--- src/rtl/crossing_pkg.sv ---
// Shared types, bit positions and move-legality rule for the crossing input stage.
package crossing_pkg;

  typedef enum logic [1:0] {
    IDLE     = 2'd0,
    COMMIT   = 2'd1,
    ERR      = 2'd2,
    WAIT_REL = 2'd3
  } state_e;

  localparam int FARMER_B  = 3;
  localparam int FOX_B     = 2;
  localparam int CHICKEN_B = 1;
  localparam int SEED_B    = 0;

  // A move is legal when the farmer crosses and carries at most one passenger
  // that started on his bank. Bank safety is judged downstream, not here.
  function automatic logic is_legal_move(input logic [3:0] h, input logic [3:0] c);
    logic [3:0] diff;
    logic       ok;
    int         n_moved;
    diff    = h ^ c;
    ok      = diff[FARMER_B];
    n_moved = 0;
    for (int i = 0; i < FARMER_B; i++) begin
      if (diff[i]) begin
        n_moved++;
        if ((h[i] != h[FARMER_B]) || (c[i] != c[FARMER_B])) ok = 1'b0;
      end
    end
    if (n_moved > 1) ok = 1'b0;
    return ok;
  endfunction

endpackage

--- src/rtl/crossing_input_debounce_bit.sv ---
// Single-bit synchronizer chain followed by a stability-counter debouncer.
module debounce_bit #(
  parameter int SYNC_STAGES = 2,
  parameter int DB_CYCLES   = 16
) (
  input  logic clk,
  input  logic reset,
  input  logic din,
  output logic dout
);

  localparam int CW = (DB_CYCLES > 2) ? $clog2(DB_CYCLES) : 1;

  logic [SYNC_STAGES-1:0] sync_q, sync_d;
  logic [CW-1:0]          cnt_q, cnt_d;
  logic                   stable_q, stable_d;
  logic                   synced;

  assign synced = sync_q[SYNC_STAGES-1];
  assign dout   = stable_q;

  // Shift the raw input in; count how long the synced value has disagreed.
  always_comb begin
    // NOTE: every comb output gets a default first so no path infers a latch.
    sync_d   = {sync_q[SYNC_STAGES-2:0], din};
    cnt_d    = '0;
    stable_d = stable_q;
    if (synced != stable_q) begin
      if (cnt_q == CW'(DB_CYCLES - 1)) begin
        stable_d = synced;
      end else begin
        cnt_d = cnt_q + 1'b1;
      end
    end
  end

  // Synchronizer, counter and debounced value registers.
  always_ff @(posedge clk or negedge reset) begin
    // NOTE: all state here is plain flops, so each gets an async clear; no memories.
    if (!reset) begin
      sync_q   <= '0;
      cnt_q    <= '0;
      stable_q <= 1'b0;
    end else begin
      // NOTE: non-blocking so every flop samples the pre-edge values.
      sync_q   <= sync_d;
      cnt_q    <= cnt_d;
      stable_q <= stable_d;
    end
  end

endmodule

--- src/rtl/crossing_input.sv ---
// Input stage for the river-crossing FSM: debounces switches and GO, validates
// each proposed move and presents a held, registered position vector.
module crossing_input
  import crossing_pkg::*;
#(
  parameter int SYNC_STAGES = 2,
  parameter int DB_CYCLES   = 16,
  parameter int CNT_W       = 8
) (
  input  logic             clk,
  input  logic             reset,
  input  logic [3:0]       sw,
  input  logic             btn_go,
  output logic             farmer,
  output logic             fox,
  output logic             chicken,
  output logic             seed,
  output logic             move_valid,
  output logic             move_err,
  output logic [CNT_W-1:0] move_count,
  output logic             busy
);

  logic [3:0]       db_sw;
  logic             db_go;
  logic             go_rise;
  logic             legal;

  state_e           state_q, state_d;
  logic [3:0]       held_q, held_d;
  logic [CNT_W-1:0] count_q, count_d;
  logic             go_prev_q, go_prev_d;

  for (genvar i = 0; i < 4; i++) begin : g_sw_db
    debounce_bit #(.SYNC_STAGES(SYNC_STAGES), .DB_CYCLES(DB_CYCLES)) u_db (
      .clk   (clk),
      .reset (reset),
      .din   (sw[i]),
      .dout  (db_sw[i])
    );
  end

  debounce_bit #(.SYNC_STAGES(SYNC_STAGES), .DB_CYCLES(DB_CYCLES)) u_go_db (
    .clk   (clk),
    .reset (reset),
    .din   (btn_go),
    .dout  (db_go)
  );

  assign go_rise = db_go & ~go_prev_q;
  assign legal   = is_legal_move(held_q, db_sw);

  // State register.
  always_ff @(posedge clk or negedge reset) begin
    if (!reset) state_q <= IDLE;
    else        state_q <= state_d;
  end

  // Next-state logic.
  always_comb begin
    state_d = state_q;
    unique case (state_q)
      IDLE:     if (go_rise) state_d = legal ? COMMIT : ERR;
      COMMIT:   state_d = WAIT_REL;
      ERR:      state_d = WAIT_REL;
      WAIT_REL: if (!db_go) state_d = IDLE;
      default:  state_d = IDLE;
    endcase
  end

  // Output decode: strobes and busy come straight from the state register.
  always_comb begin
    move_valid = (state_q == COMMIT);
    move_err   = (state_q == ERR);
    busy       = (state_q == WAIT_REL);
  end

  // Latch the candidate on the accepting edge so it is visible during COMMIT.
  always_comb begin
    go_prev_d = db_go;
    held_d    = held_q;
    count_d   = count_q;
    if ((state_q == IDLE) && go_rise && legal) begin
      held_d = db_sw;
      if (count_q != {CNT_W{1'b1}}) count_d = count_q + 1'b1;
    end
  end

  // Held vector, saturating move counter and GO edge history.
  always_ff @(posedge clk or negedge reset) begin
    if (!reset) begin
      held_q    <= '0;
      count_q   <= '0;
      go_prev_q <= 1'b0;
    end else begin
      held_q    <= held_d;
      count_q   <= count_d;
      go_prev_q <= go_prev_d;
    end
  end

  assign farmer     = held_q[FARMER_B];
  assign fox        = held_q[FOX_B];
  assign chicken    = held_q[CHICKEN_B];
  assign seed       = held_q[SEED_B];
  assign move_count = count_q;

endmodule

--- config.mk ---
export PLATFORM = sky130hd
export DESIGN_NAME = crossing_input
export DESIGN_NICKNAME = d
export VERILOG_FILES = /design/src/rtl/crossing_pkg.sv /design/src/rtl/crossing_input_debounce_bit.sv /design/src/rtl/crossing_input.sv
export SDC_FILE = /design/constraint.sdc
export NUM_CORES = 1
export LEC_CHECK = 0
export ABC_AREA = 1
export CAP_MARGIN = 20
export CORE_AREA = 2 2 69 64
export DETAILED_ROUTE_END_ITERATION = 16
export DIE_AREA = 0 0 71 66
export PLACE_DENSITY = 0.81
export SETUP_SLACK_MARGIN = 0.05
export SYNTH_ARGS = -nofsm -noshare
export SYNTH_HDL_FRONTEND = slang
export SYNTH_SLANG_ARGS = --single-unit
export TNS_END_PERCENT = 1
--- constraint.sdc ---
create_clock -name clk -period 3.3 [get_ports clk]
set_input_delay 0.33 -clock clk [delete_from_list [all_inputs] [get_ports clk]]
set_output_delay 0.33 -clock clk [all_outputs]
set_load 0.1 [all_outputs]
Word-level counts from Yosys, hierarchy flattened
Cells that the tools add are included.
{"block": "word_totals", "output_inout_bits": 15, "reg_bits": 50, "inputBits": 7}
{"block": "op_classes", "reduce_logical": 14, "magnitude_cmp": 1, "add_sub_neg": 8, "n_eq_ne": 22, "bitwise": 3, "n_mux": 24}
{"op": "$add A32 B2 Y32 const B", "count": 2}
{"op": "$mux W32", "count": 2}
{"op": "$mux W4", "count": 10}
{"op": "$gt A32 B2 Y1 const B", "count": 1}
{"op": "$add A4 B1 Y4 const B", "count": 5}
{"op": "$eq A4 B4 Y1 const B", "count": 5}
{"op": "$reduce_and A2 Y1", "count": 7}
{"op": "$ne A1 B1 Y1", "count": 11}
{"op": "$add A8 B1 Y8 const B", "count": 1}
{"op": "$mux W1", "count": 8}
{"op": "$ne A8 B8 Y1 const B", "count": 1}
{"op": "$mux W2", "count": 3}
{"op": "$pmux W2 S3", "count": 1}
{"op": "$eq A2 B2 Y1 const B", "count": 2}
{"op": "$ne A2 B2 Y1 const B", "count": 2}
{"op": "$xor A4 B4 Y4", "count": 1}
{"op": "$logic_or A1 B1 Y1", "count": 3}
{"op": "$eq A2 B1 Y1 const B", "count": 1}
{"op": "$logic_and A1 B1 Y1", "count": 2}
{"op": "$logic_not A2 Y1", "count": 1}
{"op": "$reduce_or A2 Y1", "count": 1}
{"op": "$and A1 B1 Y1", "count": 1}
{"op": "$not A1 Y1", "count": 1}

Depth between registers and ports, before layout
{"block": "logic_depth", "depth_word": 12, "mapped_depth": 13}

Modules after synthesis
Synthesis repeated with hierarchy kept, for this count alone.
{"block": "hier_totals", "hier_cells": 275, "hier_area_um2": 2374.8}
{"module": "debounce_bit", "seq_area_each_um2": 175.2, "area_per_inst_um2": 275.3, "instances": 5, "cells_each": 28}
{"module": "crossing_input", "seq_area_each_um2": 375.4, "area_per_inst_um2": 998.5, "instances": 1, "cells_each": 135}

Least setup slack after synthesis
OpenSTA, ideal clock, no wires.
{"block": "synth_path", "kind": "register to register", "start": "register held_q[0]", "end": "register state_q[1]", "slack_ns": 1.066, "stages_incl_launch_ff": 14, "period_less_slack_ns": 2.234, "n_path_buf": 1, "setup_ns": 0.116, "t_arrival_ns": 2.117, "required_time_ns": 3.184, "path_cell_list": "dfrtp_1 -> inv_1 -> nand2_1 -> nand2_1 -> ha_1 -> inv_1 -> nand3_1 -> nand2_1 -> nand3_2 -> nor2_4 -> buf_4 -> nand2_1 -> nand2_1 -> nand2_1"}
{"block": "synth_via", "elab_chain_len": 12, "elab_cells_between_ends": 19, "cone_classes": "add/sub (2); order compare (1); eq/ne (1); mux (13); bitwise (1); reduce/logical (1)"}
{"item": "start, declared", "line": "crossing_input.sv:30", "source": "logic [3:0] held_q, held_d;"}
{"item": "start signal, assigned", "line": "crossing_input.sv:96", "source": "held_q <= held_d;"}
{"item": "parallel branches: the longest is 8 deep, another holds $add A32 B2 Y32"}
{"item": "$mux W1 (*)", "line": "crossing_pkg.sv:31", "source": "if (n_moved > 1) ok = 1'b0;"}
{"item": "$mux W2 (*) (2 in series)", "line": "crossing_input.sv:63", "source": "IDLE: if (go_rise) state_d = legal ? COMMIT : ERR;"}
{"item": "$pmux W2 S3 (*)", "line": "crossing_input.sv:62", "source": "unique case (state_q)"}
{"item": "end signal, assigned", "line": "crossing_input.sv:56", "source": "else state_q <= state_d;"}
{"item": "end, declared", "line": "crossing_input.sv:29", "source": "state_e state_q, state_d;"}
Every way passes the cells marked *. The select of a mux whose other input is x is not followed.
A chain may end at the register's enable or synchronous reset.

Worst setup path in the final report
{"block": "layout_path", "start": "register state_q[1]", "end": "output busy"}
{"block": "layout_via", "elab_chain_len": 1}
{"item": "$eq A2 B2 Y1", "line": "crossing_input.sv:75", "source": "busy = (state_q == WAIT_REL);"}
{"item": "end, declared", "line": "crossing_input.sv:21", "source": "output logic busy"}
Every way passes these cells.

==> impl_metrics.json <==
{
  "design_area_sq_mm": 0.002689,
  "ys_types": 22,
  "cts_setup_buffers": 0,
  "multiInputGateArea_sq_um": 937.1,
  "htree_levels": 2,
  "routedWlPerCell_um": 11.21,
  "hold_buffers": 0,
  "rsz0062_at_grt": "false",
  "run_status": "complete, no violations",
  "cts.path.max_buffers": 2,
  "coreArea_sq_mm": 0.003991,
  "slew_headroom_pct": 35.25,
  "io_pins": 22,
  "cts_resized": 0,
  "worst_pin_slew_ns": 0.9683,
  "r2r_slack_ns": 1.24,
  "grt_max_degree": 51,
  "yosysWarnings": 0,
  "area_delta_synth_final_pct": 16.48,
  "yosysSeqAreaShare_pct": 54.20,
  "rows": 22,
  "setup_tns_ns": 0,
  "worstPathArrival_ns": 2.02,
  "via_per_inst": 4.904,
  "synth_cells": 246,
  "hold_depth": 0,
  "holdPathEnd": "g_sw_db[0].u_db.sync_q[1]",
  "synth_fp_nets": 266,
  "grt_usage_pct": 16.89,
  "fill_cells": 328,
  "insertion_delay_ns": 0.29,
  "regArea_sq_mm": 0.001251,
  "clk_pin_slew_ns": 0.08,
  "place.gp.congestion": 0.8195,
  "layout_commonest_cell": "nand2_1",
  "rr_startpoint": "g_sw_db[1].u_db.dout",
  "grt_pass1_vias": 1482,
  "grt_pass1_wl_mm": 6.175,
  "setup_violations": 0,
  "hpwlAfterDp_mm": 2.529,
  "nets": 294,
  "syn_area_per_cell_sq_um": 9.384,
  "yosysTopAreaCell": "dfrtp_1",
  "hp-class": "reg2reg",
  "synth_area_leaders": "dfrtp_1 54%, nand2_1 10%, ha_1 7.0%, nor2_1 4.9%, inv_1 4.2%",
  "path_class": "reg2out",
  "wirelength_mm": 3.622,
  "p_per_area_mw_per_mm2": 526.5,
  "timing.final.crit_period_ns": 2.353,
  "maxSlewViolCount": 0,
  "start_util_pct": 57.84,
  "rr_worst_depth": 10,
  "grt-ovfl-total": 0,
  "hold_start": "g_sw_db[0].u_db.sync_q[0]",
  "tritoncts": "built",
  "numPortBuffers": 21,
  "layout_common_cells": "64 x nand2_1, 50 x dfrtp_1, 30 x nor2_1",
  "finalHoldViolCount": 0,
  "drive_above_1_share_pct": 7.273,
  "drtAntennaViolNets": 0,
  "antenna_found_initial": 0,
  "die_h_um": 66,
  "fmax_ghz": 0.4250,
  "ys_ff_latch": 50,
  "r2r-end": "move_count[2]",
  "placed_cell_area_sq_mm": 0.002550,
  "numCtsBuffers": 5,
  "cp.required_ns": 2.97,
  "cp-end-kind": "output port",
  "clock-sinks": 50,
  "die_w_um": 71,
  "finalCritPeriodShare_pct": 71.31,
  "drc_errors": 0,
  "root_buffer": "clkbuf_8",
  "ir_worst_vdd_mv": 0.6247,
  "dr.first_iter.drc_count": 103,
  "power_leakage_nw": 1.354,
  "syn-cell-area_sq_mm": 0.002308,
  "num_vias": 1584,
  "design.die.area_sq_mm": 0.004686,
  "crit_path_start_kind": "register",
  "path_max_fanout": 4,
  "drtPass1Iterations": 4,
  "drv_cap": 0,
  "yosysTopAreaCellShare_pct": 54.20,
  "antennaDiodeCount": 0,
  "skew_ns": 0.008171
}
## synth_stat cells (all sizes together)
cell / n
nand3b: 2
o21ai: 4
xor2: 9
mux2: 1
nor2: 32
xnor2: 11
inv: 27
buf: 2
nand2: 65
nor3: 1
ha: 13
or2: 1
a21oi: 4
nand3: 16
nand4: 8
dfrtp: 50
## sequential cells by signal (all words and copies together), names as in the netlist
signal	cells
g_sw_db.u_db.dout	4
go_prev_q	1
g_sw_db.u_db.sync_q	8
u_go_db.cnt_q	4
u_go_db.sync_q	2
state_q	2
g_sw_db.u_db.cnt_q	16
held_q	4
move_count	8
u_go_db.dout	1
## report_power, final
group          total, mW  switching [mW]  internal [mW]  leakage (nW)
Combinational      0.329           0.240         0.0900         0.638
Clock              0.412           0.189          0.223        0.0579
Sequential         0.674          0.0270          0.647         0.658
Total               1.42           0.455          0.960          1.35
## worst max path at each step
stage | start | endpoint
floorplan | held_q[0] | state_q[1]
global placement | state_q[1] | busy
detailed placement | g_sw_db[1].u_db.dout | move_count[2]
CTS | state_q[1] | busy
global route | state_q[1] | busy
finish | state_q[1] | busy
## final cells by class
class | count | share of cell area [%]
inverters | 27 | 3.769
clock buffers | 5 | 2.559
flip-flops and latches | 50 | 46.53
repair buffers | 23 | 8.562
well taps | 48 | 2.234
multi-input cells | 167 | 34.85
clock inverters | 3 | 1.489
## cells by family after synthesis
logic type / count (synthesis) / synth area share, %
AOI/OAI and AO/OA: 8 / 1.734
xor gates and xnor gates: 20 / 7.588
adders and majority gates: 13 / 7.046
buffers and inverters: 29 / 5.203
DFF: 50 / 54.20
muxes: 1 / 0.4878
and+or+nand+nor: 125 / 23.74
## per-stage QoR
step / setup WS [ns] / util [%] / power (mW) / instances / hold slack [ns]
final: 0.9468 / 67.37 / 1.416 / 323 / 0.3536
after global routing: 0.8667 / 67.37 / 1.497 / 323 / 0.3652
after CTS: 0.9318 / 66.61 / 1.424 / 321 / 0.2752
after detailed placement: 1.245 / 63.89 / 1.011 / 313 / 0.3371
after global placement: 1.291 / 63.89 / 1.005 / 313 / 0.3324
after floorplan: 1.066 / - / 0.9444 / 246 / 0.03441
## per-layer routing
| layer | vias up | global-route usage, % | wire length (um) | share of wire [%] |
|---|---|---|---|---|
| li1 | 822 | - | - | - |
| met2 | 20 | 29.21 | 1775 | 49 |
| met3 | 2 | 4.268 | 102 | 2.8 |
| met4 | 0 | 5.660 | 25 | 0.69 |
| met5 | - | 0 | 0 | 0 |
| met1 | 740 | 20.76 | 1718 | 47 |
## critical path, stage by stage (launching register included)
cell	delay, ns
dfrtp_1	0.41
ha_1	0.19
clkdlybuf4s50_1	1.14
Power figures use the tool's default switching activity.
==> RTL change 1, RTL diff (same flow settings) <==
`FARMER_B`: 3 -> 2.
--- a/src/rtl/crossing_pkg.sv
+++ b/src/rtl/crossing_pkg.sv
@@ -8,7 +8,7 @@
     WAIT_REL = 2'd3
   } state_e;
 
-  localparam int FARMER_B  = 3;
+  localparam int FARMER_B  = 2;
   localparam int FOX_B     = 2;
   localparam int CHICKEN_B = 1;
   localparam int SEED_B    = 0;
Formal check against the unedited RTL: no difference found for any inputs over 10 cycles, from zero or initial values and one cycle with reset low; that may be too few to reach the edited logic, so the function may still have changed.
==> RTL change 1 against the unedited design <==
- hold slack worse by 0.20 ns
- worst setup slack got worse by 0.013 ns
- wire length fell by 13%
- synthesized cell count is 12% lower
- power down 15%
- area after synthesis fell by 13%
- core utilization shrank 9.5 points
- final area fell by 14%
- sequential cell count decreased by 8
- combinational power is 5% lower
- largest cell class unchanged
==> RTL change 1: results (changes against the unedited design) <==
The final net count was 258 (-12%). The number of input and output port buffers inserted came out at 20 (-4.8%). The final HPWL from detailed placement is 2247 microns (-11%). The internal power is 792.2 uW (-18%).

The count of inserted antenna diode cells is 0 (unchanged). The wire length on met2 is 1498 microns (-16%). The power drawn by the sequential cells came to 570 uW (-15%).

The transition time at the pin with the least slew margin is 0.9640 ns (-0.004294 ns). The root buffer cell chosen for the clock tree is sky130_fd_sc_hd__clkbuf_8. The via density per instance came out at 4.958 (+1.1%). The clock insertion delay at the later pin of the skew report is roughly 0.30 ns. The final count of negative-setup-slack endpoints is 0 (unchanged). The logic depth of the worst register-to-register path is 6 (-4). The number of global-route vias before repair is 1411 (-4.8%).

By area the synthesized netlist is led by sky130_fd_sc_hd__dfrtp_1 53%, sky130_fd_sc_hd__nand2_1 11%, sky130_fd_sc_hd__ha_1 6.3%. The total routing resource utilization after global routing came to 0.1571 (-0.01173). The met1 track demand over resource came to 0.1838 (-0.02383). The maximum clock skew at final layout came out at 0.009588 ns (+0.001416 ns). The number of design-rule violations left by the first detailed-router iteration is 54 (-48%). The worst endpoint data arrival time was 2.04 ns (+0.02 ns). The distinct cell type count of the synthesized netlist came out at 26 (+18%). The maximum number of pins on one net before global-route repair came to 43 (-16%). The startpoint of the worst setup timing path is state_q[0]. The switching power total is 410.2 uW (-9.9%). The post-CTS setup buffer count came out at 0 (unchanged).

The number of flip-flops under the largest register name is 12 (-4). The wire length of the first global-routing pass came to 5706 microns (-7.6%). The leakage power figure is 0.001164 uW (-14%).

The synthesized netlist net count came out at 234 (-12%). The post-cts resize count came to 0 (unchanged). The detailed-routing iteration count for the pre-antenna-repair pass is 4 (unchanged). The combinational cell fraction of total power came out at 0.259 (+0.026). The deepest level of the CTS H-tree is 2 (unchanged).

By count the netlist is led by 60 x sky130_fd_sc_hd__nand2_1, 42 x sky130_fd_sc_hd__dfrtp_1, 25 x sky130_fd_sc_hd__nor2_1. The worst register-to-register path ends at move_count[1]. The global-route met2 utilization is 0.2687 (-0.02336). The initial antenna violation count came out at 0 (unchanged). The global-route met3 utilization was 0.05945 (+0.01677). The run finished with clean final reports. The wire length on met3 was 133 microns (+30%).

The maximum fanout count along the critical path came out at 4 (unchanged). The routed wire length was 3165 microns (-13%). The worst IR drop on VDD is 326.0 uV (-48%).

The proportion of layout cells with a drive suffix above 1 is 0.1000 (+0.02727). The highest metal layer used by the detailed router is met4. The path type of the worst min-delay path is input pin to asynchronous set/reset pin. The slack of the worst reg-to-reg path is 1.44 ns (+0.20 ns).

The total congestion overflow came out at 0 (unchanged). The fill cell instance count of the final layout is 368 (+12%). The routability congestion estimate from global placement is 0.7681 (-6.3%). The sequential cell area fraction in the yosys report is 0.5250 (-0.01701). The length of routed wiring on met1 is 1490 microns (-13%).
RTL change 1: changes by cell type after synthesis, moves of 3 or more:
cell | before | now
sky130_fd_sc_hd__dfrtp_1 | 50 | 42
sky130_fd_sc_hd__inv_1 | 26 | 19
sky130_fd_sc_hd__nor2_1 | 30 | 25
sky130_fd_sc_hd__nand2_1 | 64 | 60
sky130_fd_sc_hd__xor2_1 | 9 | 5
sky130_fd_sc_hd__ha_1 | 13 | 10
RTL change 1: worst max-delay path: stages (launching register included):
cell and delay [ns]:
sky130_fd_sc_hd__dfrtp_1 0.41, sky130_fd_sc_hd__ha_1 0.19, sky130_fd_sc_hd__clkdlybuf4s50_1 1.13
RTL change 1: area by class of cell:
| class | count | share of cell area |
|---|---|---|
| multi-input cells | 150 | 0.3655 |
| well taps | 48 | 0.02599 |
| flip-flops and latches | 42 | 0.4548 |
| repair buffers | 20 | 0.08230 |
| inverters | 22 | 0.03573 |
| clock buffers | 6 | 0.03573 |
RTL change 1: logic make-up (layout without fill, tap and decap cells):
kind of cell | after synthesis | in the layout | share of synthesized area
AOI/OAI and AO/OA | 8 | 8 | 0.02187
DFF | 42 | 42 | 0.5250
and+or+nand+nor | 117 | 117 | 0.2706
adders and majority gates | 10 | 10 | 0.06250
buffers and inverters | 25 | 48 | 0.05312
xor gates and xnor gates | 14 | 14 | 0.06125
muxes | 1 | 1 | 0.005625
RTL change 1: per-stage QoR:
step                worst slack (ns)  hold slack (ns)  area (sq um)  instances
floorplan                      1.123          0.03441          2002        217
global placement               1.266           0.3335          2228        282
detailed placement             1.260           0.3381          2228        282
CTS                           0.9174           0.1900          2311        288
global route                  0.8680           0.2417          2311        288
finish                        0.9339           0.1510          2311        288
==> RTL change 2, RTL diff (config.mk and constraints unchanged) <==
Made on the original files. Re-encode `state_e` (4 states) as one-hot, 4 bits wide.
--- a/src/rtl/crossing_pkg.sv
+++ b/src/rtl/crossing_pkg.sv
@@ -1,11 +1,11 @@
 // Shared types, bit positions and move-legality rule for the crossing input stage.
 package crossing_pkg;
 
-  typedef enum logic [1:0] {
-    IDLE     = 2'd0,
-    COMMIT   = 2'd1,
-    ERR      = 2'd2,
-    WAIT_REL = 2'd3
+  typedef enum logic [3:0] {
+    IDLE     = 4'b0001,
+    COMMIT   = 4'b0010,
+    ERR      = 4'b0100,
+    WAIT_REL = 4'b1000
   } state_e;
 
   localparam int FARMER_B  = 3;
Check against the original RTL: no difference found for any inputs over 10 cycles, from zero or initial values and one cycle with reset low; not proved beyond that.
==> RTL change 2 against the unedited design <==
- sequential cell count up 2
- wire length up 2.0%
- sequential share of layout area rose by 1.4 points
- power fell by 12%
- final area is 1.1% higher
- area after synthesis up 2.4%
- highest routed layer unchanged
- worst setup slack better by 0.071 ns
- combinational power is 48% lower
- count of clock-buffer cells in the layout is 2 higher
==> RTL change 2: results (changes against the unedited design) <==
The flow ran to the end, and the final reports show no timing, DRC or antenna violations. The worst endpoint data arrival time is 1.95 ns (-0.07 ns). The overall via count from detail_route came out at 1632 (+3.0%). The final count of negative-setup-slack endpoints is 0 (unchanged). The total placed cells including tap cells was 320 (+2.2%). The worst IR drop on VDD came to 242.3 uV (-61%). The final HPWL from detailed placement is 2794 microns (+10%).

By area the synthesized netlist is led by sky130_fd_sc_hd__dfrtp_1 54%, sky130_fd_sc_hd__nand2_1 10%, sky130_fd_sc_hd__nor2_1 4.6%. The via density per instance is 4.960 (+1.2%). The sequential cell area fraction in the yosys report was 0.5508 (+0.008788). The distinct cell type count of the synthesized netlist came out at 26 (+18%). The maximum number of pins on one net before global-route repair is 32 (-37%). The post-cts resize count came out at 0 (unchanged). The worst setup margin is 1.018 ns (+0.07135 ns). The initial antenna violation count is 0 (unchanged). The worst max-slew margin expressed relative to the limit was 0.3435 (-0.008968). The wire length of the first global-routing pass is 6865 microns (+11%). The deepest level of the CTS H-tree came out at 2 (unchanged).

The global-route met3 utilization is 0.05793 (+0.01524). The die area is 0.004686 sq mm (unchanged). By count the netlist is led by 63 x sky130_fd_sc_hd__nand2_1, 51 x sky130_fd_sc_hd__dfrtp_1, 29 x sky130_fd_sc_hd__nor2_1. The cell area reported after detailed placement came out at 0.002615 sq mm (+2.6%). The maximum clock skew at final layout came to 0.005154 ns (-0.003017 ns). The leakage power figure came out at 0.001372 uW (+1.3%). The synthesized instance count was 251 (+2.0%). The total routing resource utilization after global routing came out at 0.1876 (+0.01870). The final-layout worst hold slack was 0.3532 ns (-0.0003180 ns). The delay of the slowest cell on the worst path is 1.17 ns (+0.03 ns). The final net count is 295 (+0.34%). The maximum fanout count along the critical path is 7 (+3). The global-route met2 utilization came out at 0.3154 (+0.02336).

The routability congestion estimate from global placement is 0.7435 (-9.3%). The pre-CTS worst setup slack came out at 1.355 ns (+0.1094 ns). The fill cell instance count of the final layout came out at 319 (-2.7%). The storage element area is 0.001303 sq mm (+4.1%). The final routed wire length divided by cell count came out at 11.22 microns (+0.10%). The number of design-rule violations left by the first detailed-router iteration came out at 121 (+17%). The proportion of layout cells with a drive suffix above 1 is 0.09609 (+0.02336). The met1 track demand over resource is 0.2421 (+0.03446).
## RTL change 2: changes by cell type in the layout (fill, tap and decap cells not counted), moves of 3 or more
cell,before,now
sky130_fd_sc_hd__o21ai_1,0,3
sky130_fd_sc_hd__nor3_1,1,4
sky130_fd_sc_hd__o21ai_0,4,1
sky130_fd_sc_hd__ha_1,13,8
## RTL change 2: path summary, 6_finish.rpt
kind / from / endpoint / depth (start not counted)
max reg2reg: g_sw_db[0].u_db.dout / move_count[1] / 12
min: g_sw_db[1].u_db.sync_q[0] / g_sw_db[1].u_db.sync_q[1] / 0
min reg2reg: g_sw_db[1].u_db.sync_q[0] / g_sw_db[1].u_db.sync_q[1] / 0
max in group asynchronous: reset / state_q[0] / 3
min in group asynchronous: reset / g_sw_db[0].u_db.cnt_q[3] / 2
max: move_count[4] / move_count[4] / 1
## RTL change 2: power by group
part	switching (uW)	internal (uW)
combinational	114	57.2
clock	194	170
sequential	26.8	678
total	336	905
## RTL change 2: per-layer routing
| metal | up-vias | share of wire |
|---|---|---|
| li1 | 846 | - |
| met1 | 759 | 0.47 |
| met2 | 23 | 0.48 |
| met3 | 4 | 0.040 |
| met4 | 0 | 0.0084 |
| met5 | - | 0 |
## RTL change 2: final cells by class
cell class / count / area share
Multi-Input combinational cell: 167 / 0.3424
Sequential cell: 52 / 0.4791
Clock buffer: 7 / 0.03175
Clock inverter: 1 / 0.002761
Inverter: 31 / 0.04280
Timing Repair Buffer: 23 / 0.07915
Tap cell: 48 / 0.02209
## RTL change 2: cell families after synthesis
group / synth area share
compound gates: 0.02010
xor+xnor: 0.07037
fa+ha+maj: 0.04233
buf+inv: 0.05555
flops: 0.5508
simple gates: 0.2561
mux: 0.004762
